**src/rtl/scan_mux_pkg.sv**
```systemverilog
// Shared types and constants for the scan_mux channel multiplexer.
package scan_mux_pkg;

    typedef enum logic [1:0] {
        ST_IDLE   = 2'd0,
        ST_MANUAL = 2'd1,
        ST_SCAN   = 2'd2
    } state_t;

    localparam logic MODE_MANUAL = 1'b0;
    localparam logic MODE_SCAN   = 1'b1;

endpackage

```
**src/rtl/scan_mux_out_reg.sv**
```systemverilog
// One-entry valid/ready holding register for the selected word and its channel tag.
module scan_mux_out_reg #(
    parameter int unsigned WIDTH = 8,
    parameter int unsigned SELW  = 2
) (
    input  logic             clk,
    input  logic             rst,
    input  logic             load,
    input  logic [WIDTH-1:0] load_data,
    input  logic [SELW-1:0]  load_ch,
    input  logic             ready,
    output logic [WIDTH-1:0] data,
    output logic [SELW-1:0]  ch,
    output logic             valid,
    output logic             slot_free_c
);

    assign slot_free_c = !valid || ready;

    // A load replaces the held word; without one an accepted word simply drains.
    always_ff @(posedge clk or posedge rst) begin
        if (rst) begin
            data  <= '0;
            ch    <= '0;
            valid <= 1'b0;
        end else if (load) begin
            data  <= load_data;
            ch    <= load_ch;
            valid <= 1'b1;
        end else if (ready) begin
            valid <= 1'b0;
        end
    end

endmodule

```
**src/rtl/scan_mux.sv**
```systemverilog
// Registered CH:1 multiplexer with manual select or round-robin scanning with dwell.
module scan_mux
    import scan_mux_pkg::*;
#(
    parameter int unsigned WIDTH = 8,
    parameter int unsigned CH    = 4,
    parameter int unsigned DWELL = 4,
    localparam int unsigned SELW = (CH > 1) ? $clog2(CH) : 1
) (
    input  logic              clk,
    input  logic              rst,
    input  logic [CH*WIDTH-1:0] din,
    input  logic [SELW-1:0]   sel,
    input  logic              mode,
    input  logic              en,
    output logic [WIDTH-1:0]  dout,
    output logic [SELW-1:0]   dout_ch,
    output logic              dout_valid,
    input  logic              dout_ready
);

    localparam int unsigned CNTW = (DWELL > 1) ? $clog2(DWELL) : 1;

    state_t            state_q, state_d;
    logic [SELW-1:0]   ptr_q, ptr_d, eff_ptr;
    logic [CNTW-1:0]   cnt_q, cnt_d, eff_cnt;
    logic              load;
    logic [SELW-1:0]   load_ch;
    logic [WIDTH-1:0]  load_data;
    logic              slot_free_c;
    logic [WIDTH-1:0]  ch_data [CH];

    always_comb begin
        for (int k = 0; k < int'(CH); k++) begin
            ch_data[k] = din[k*WIDTH +: WIDTH];
        end
    end

    assign load_data = ch_data[load_ch];

    always_ff @(posedge clk or posedge rst) begin
        if (rst) begin
            state_q <= ST_IDLE;
            ptr_q   <= '0;
            cnt_q   <= '0;
        end else begin
            state_q <= state_d;
            ptr_q   <= ptr_d;
            cnt_q   <= cnt_d;
        end
    end

    // The mode in effect this cycle decides the capture; state_q only detects scan entry.
    always_comb begin
        state_d = ST_IDLE;
        load    = 1'b0;
        load_ch = '0;
        eff_ptr = ptr_q;
        eff_cnt = cnt_q;
        if (en) begin
            state_d = (mode == MODE_SCAN) ? ST_SCAN : ST_MANUAL;
        end
        if (state_d == ST_SCAN && state_q != ST_SCAN) begin
            eff_ptr = '0;
            eff_cnt = '0;
        end
        ptr_d = eff_ptr;
        cnt_d = eff_cnt;
        unique case (state_d)
            ST_MANUAL: begin
                if (slot_free_c && (32'(sel) < CH)) begin
                    load    = 1'b1;
                    load_ch = sel;
                end
            end
            ST_SCAN: begin
                if (slot_free_c) begin
                    load    = 1'b1;
                    load_ch = eff_ptr;
                    if (eff_cnt == CNTW'(DWELL - 1)) begin
                        cnt_d = '0;
                        ptr_d = (eff_ptr == SELW'(CH - 1)) ? '0 : eff_ptr + 1'b1;
                    end else begin
                        cnt_d = eff_cnt + 1'b1;
                    end
                end
            end
            default: ;
        endcase
    end

    scan_mux_out_reg #(
        .WIDTH (WIDTH),
        .SELW  (SELW)
    ) u_out_reg (
        .clk         (clk),
        .rst         (rst),
        .load        (load),
        .load_data   (load_data),
        .load_ch     (load_ch),
        .ready       (dout_ready),
        .data        (dout),
        .ch          (dout_ch),
        .valid       (dout_valid),
        .slot_free_c (slot_free_c)
    );

endmodule

```
**config.mk**
```make
export PLATFORM = sky130hd
export DESIGN_NAME = scan_mux
export DESIGN_NICKNAME = d
export VERILOG_FILES = /design/src/rtl/scan_mux_pkg.sv /design/src/rtl/scan_mux_out_reg.sv /design/src/rtl/scan_mux.sv
export SDC_FILE = /design/constraint.sdc
export NUM_CORES = 1
export LEC_CHECK = 0
export CAP_MARGIN = 0
export CORE_AREA = 2 2 58 60
export DETAILED_ROUTE_END_ITERATION = 7
export DIE_AREA = 0 0 60 62
export GPL_TIMING_DRIVEN = 0
export PLACE_DENSITY = 0.71
export SLEW_MARGIN = 20
export SYNTH_ARGS = -nofsm -noshare
export SYNTH_HDL_FRONTEND = slang
export SYNTH_HIERARCHICAL = 1
export SYNTH_SLANG_ARGS = --single-unit
```
**constraint.sdc**
```tcl
create_clock -name clk -period 1.85 [get_ports clk]
set_clock_uncertainty 0.1 [all_clocks]
set_input_delay 0.2775 -clock clk [delete_from_list [all_inputs] [get_ports clk]]
set_output_delay 0.2775 -clock clk [all_outputs]
set_load 0.05 [all_outputs]
```
==> summary.md <==
| Metric | Value |
|---|---|
| Run status | completed |
| Core region area | 0.00318 mm2 |
| Post-route ant nets | 0 |
| Final-layout setup total negative slack | 0 ns |
| Synth cell types | 29 |
| Detailed placement HPWL | 2180 um |
| Layout overhead on the synthesized area | 58.6% |
| Wire length per cell after detailed routing | 14.0 um |
| Crit-path most repeated cell | sky130_fd_sc_hd__and2_1 |
| Peak fanout along the critical path | 4 |
| Portion of the post-synthesis area used by sequential elements | 40.2% |
| Net count after synthesis | 140 |
| Fill cell instance count of the final layout | 276 |
| Full die area | 0.00372 mm2 |
| Achievable clock frequency | 562 MHz |
| Worst slew pin tran | 0.502 ns |
| Leakage power | 0.815 nW |
| Largest delay share family, worst path | simple AND/OR/NAND/NOR gates |
| Clk Latency, worst-skew pair | 0.30 ns |
| Share of flip-flops with an asynchronous set or reset after synthesis | 100% |
| Overall fraction of global-route tracks in use | 15.2% |
| Clock transition time at the flip-flop clock pins of the worst setup and hold paths | 0.11 ns |
| Primary flip-flop cell chosen by synthesis mapping | sky130_fd_sc_hd__dfrtp_1 |
| Global placer's final weighted congestion | 0.752 |
| Post-cts hold buffer count | 0 |
| Critical path data required time | 1.95 ns |
| Critical path endpoint category | register |
| # DRC | 0 |
| IO Pins | 50 |
| Num Clock Sinks | 17 |
| Drt initial violations | 34 |
| Sequence of cells on the critical path | nor2b_1 -> or2_4 -> and2_1 -> ha_1 -> nand3_1 -> xnor2_1 -> and2_1 |
| Per-instance average area after synthesis | 10.6 um2 |
| Category of the most critical setup path | register to register |
| Worst hold-check slack | 0.115 ns |
| Chip Width | 60 um |
| Vert. Die Dim | 62 um |
| Power per standard cell area | 697 mW/mm2 |
| Critical Path Start Type | register |
| Post-route clock period utilization | 96.2% |
| Largest net degree at the start of global routing | 12 |
| Fraction of layout instances using a drive strength above 1 | 26.3% |
| Headroom to the max-slew limit | 66.5% |
| Buffers plus inverters on the worst setup path | 0 |
| Total number of vias | 944 |
| Via count of the first global-routing pass | 935 |
| Total of endpoints with negative setup slack in the final report | 0 |
| Cell type of the slowest stage on the worst timing path | sky130_fd_sc_hd__dfrtp_1 |
| Rows | 21 |
| Fin nets | 197 |
| Gate count after technology mapping | 100 |
| Clock tree from TritonCTS | built |
| Total wirelength of the detailed-routed design | 2830 um |
| Post-DR vias/cell | 4.67 |
| Clock root buffer master | sky130_fd_sc_hd__clkbuf_4 |
| HP Class | input port to async pin |
| RSZ-0062 raised after global routing | true |
| Total count of hold-check failures in the final report | 0 |
| Synth Register Bits | 17 |
| Number of antenna diodes | 0 |
| First-pass GRT wire length | 4200 um |
| Length of the first detailed-routing pass in iterations | 4 |
| Number of antenna violations at the first check in global routing | 0 |
| CTS H-tree lvls | 1 |
| Number of max-cap violations | 0 |
| Cts bufs inserted | 3 |
| Port Buf Inserts | 49 |
| Synthesized cell area | 0.00106 mm2 |
| Max-slew violation count | 0 |
| Worst path arrival time | 1.88 ns |
| Total gr overflow | 0 |
| Effective utilization at floorplan | 33.3% |
| Fin crit period | 1.78 ns |
| Worst-case vdd ir drop | 275 uV |
| Maximum cell stage delay along the critical path | 0.41 ns |
| Yosys synthesis warning count | 6 |
| Deepest clock path buffer count | 2 |
| Number of enable-type register cells in the synthesized netlist | 0 |
## cell type report
class,count,area (um2),share of cell area [%]
Clock inverter,1,5.00,0.298
Sequential cell,17,427,25.4
Inverter,5,21.3,1.27
Tap cell,46,57.6,3.43
Buffer,4,53.8,3.20
Multi-Input combinational cell,74,577,34.4
Clock buffer,3,22.5,1.34
Timing Repair Buffer,52,515,30.7
## cells in the final DEF, fill, tap and decap left out, types with 3 or more instances in the layout
| cell type | n |
|---|---|
| sky130_fd_sc_hd__inv_1 | 3 |
| sky130_fd_sc_hd__clkdlybuf4s50_1 | 36 |
| sky130_fd_sc_hd__dfrtp_1 | 16 |
| sky130_fd_sc_hd__buf_6 | 3 |
| sky130_fd_sc_hd__and2_1 | 3 |
| sky130_fd_sc_hd__dlygate4sd2_1 | 8 |
| sky130_fd_sc_hd__nand2_1 | 19 |
| sky130_fd_sc_hd__buf_4 | 3 |
| sky130_fd_sc_hd__a21oi_1 | 7 |
| sky130_fd_sc_hd__mux2_4 | 9 |
| sky130_fd_sc_hd__clkbuf_4 | 3 |
| sky130_fd_sc_hd__dlymetal6s2s_1 | 5 |
| sky130_fd_sc_hd__nand2_2 | 8 |
| sky130_fd_sc_hd__a32oi_1 | 8 |
## cell usage after synthesis, types with 2 or more instances
cell	instances	area share [%]
sky130_fd_sc_hd__nor2b_1	2	1.2
sky130_fd_sc_hd__mux2_4	9	13
sky130_fd_sc_hd__mux2_2	2	2.1
sky130_fd_sc_hd__nand2_1	20	7.1
sky130_fd_sc_hd__inv_1	3	1.1
sky130_fd_sc_hd__a32oi_1	8	6.6
sky130_fd_sc_hd__buf_6	2	2.1
sky130_fd_sc_hd__nand2_2	7	4.1
sky130_fd_sc_hd__and2_1	3	1.8
sky130_fd_sc_hd__a21oi_1	7	3.3
sky130_fd_sc_hd__dfrtp_1	17	40
sky130_fd_sc_hd__xor2_1	2	1.7
sky130_fd_sc_hd__nand2b_1	2	1.2
## through the flow
step | setup slack, ns | area [um2] | power (W) | utilization [%] | instances
5_1_grt | -0.0347 | 1680 | 0.00123 | 52.8 | 202
6_report | 0.0701 | 1680 | 0.00117 | 52.8 | 202
4_1_cts | -0.000239 | 1650 | 0.00118 | 51.9 | 202
3_5_place_dp | -0.444 | 1610 | 0.000987 | 50.6 | 195
2_1_floorplan | 0.0252 | 1060 | 0.000782 | - | 100
3_3_place_gp | -0.421 | 1610 | 0.000974 | 50.6 | 195
## worst reg2reg max path: stages, from the launching register on
cell and delay, ns:
sky130_fd_sc_hd__dfrtp_1 0.41, sky130_fd_sc_hd__nor2b_1 0.25, sky130_fd_sc_hd__or2_4 0.19, sky130_fd_sc_hd__and2_1 0.16, sky130_fd_sc_hd__ha_1 0.18, sky130_fd_sc_hd__nand3_1 0.09, sky130_fd_sc_hd__xnor2_1 0.13, sky130_fd_sc_hd__and2_1 0.16
## final timing paths
| path | start | end | slack, ns | cells past startpoint |
|---|---|---|---|---|
| min in group clk | en | state_q[0]$_DFF_PP0_ | 0.23 | 2 |
| worst min register to register | u_out_reg/data[0]$_DFFE_PP0P_ | u_out_reg/data[0]$_DFFE_PP0P_ | 0.42 | 1 |
| worst max register to register | state_q[0]$_DFF_PP0_ | ptr_q[1]$_DFF_PP0_ | 0.07 | 7 |
| max in group asynchronous | rst | u_out_reg/valid$_DFFE_PP0P_ | 1.13 | 2 |
| worst max-delay path | state_q[0]$_DFF_PP0_ | ptr_q[1]$_DFF_PP0_ | 0.07 | 7 |
| worst min-delay path | rst | ptr_q[1]$_DFF_PP0_ | 0.12 | 2 |
## routing by layer
metal  up-vias  routed length (um)  global-route usage [%]
met5         -                   0                       0
met4         0                  25                    5.71
met3         4                 297                    3.31
met2        48                1290                    26.2
met1       434                1220                    18.6
li1        458                   -                       -
## power breakdown
part | switching [W] | internal [W] | leakage (nW)
Clock | 0.000127 | 0.0000806 | 0.0177
Sequential | 0.0000265 | 0.000433 | 0.210
Combinational | 0.000271 | 0.000233 | 0.587
## sequential cells by signal, indices dropped and copies added, names as in the netlist
register and flops:
u_out_reg/valid 1, u_out_reg/ch 2, ptr_q 2, state_q 2
u_out_reg/data 8, cnt_q 2
## cell families (layout without fill, tap and decap cells)
logic type,Yosys count,in the layout,synth area share (%)
AOI/OAI and AO/OA,18,18,13.5
xor gates and xnor gates,3,3,2.48
adders and majority gates,1,1,1.18
buffers and inverters,9,65,6.74
DFF,17,17,40.2
muxes,12,12,16.0
and+or+nand+nor,40,40,20.0
## what timing repair did
item / 4_1_cts / 5_1_grt
endpoints found under the setup margin: 18 / 14
hold endpoints to repair: 0 / 0
buffers inserted: 3 / 0
gates resized for setup: 9 / 9
pin swaps: 2 / 0
(Power assumes the default switching activity.)
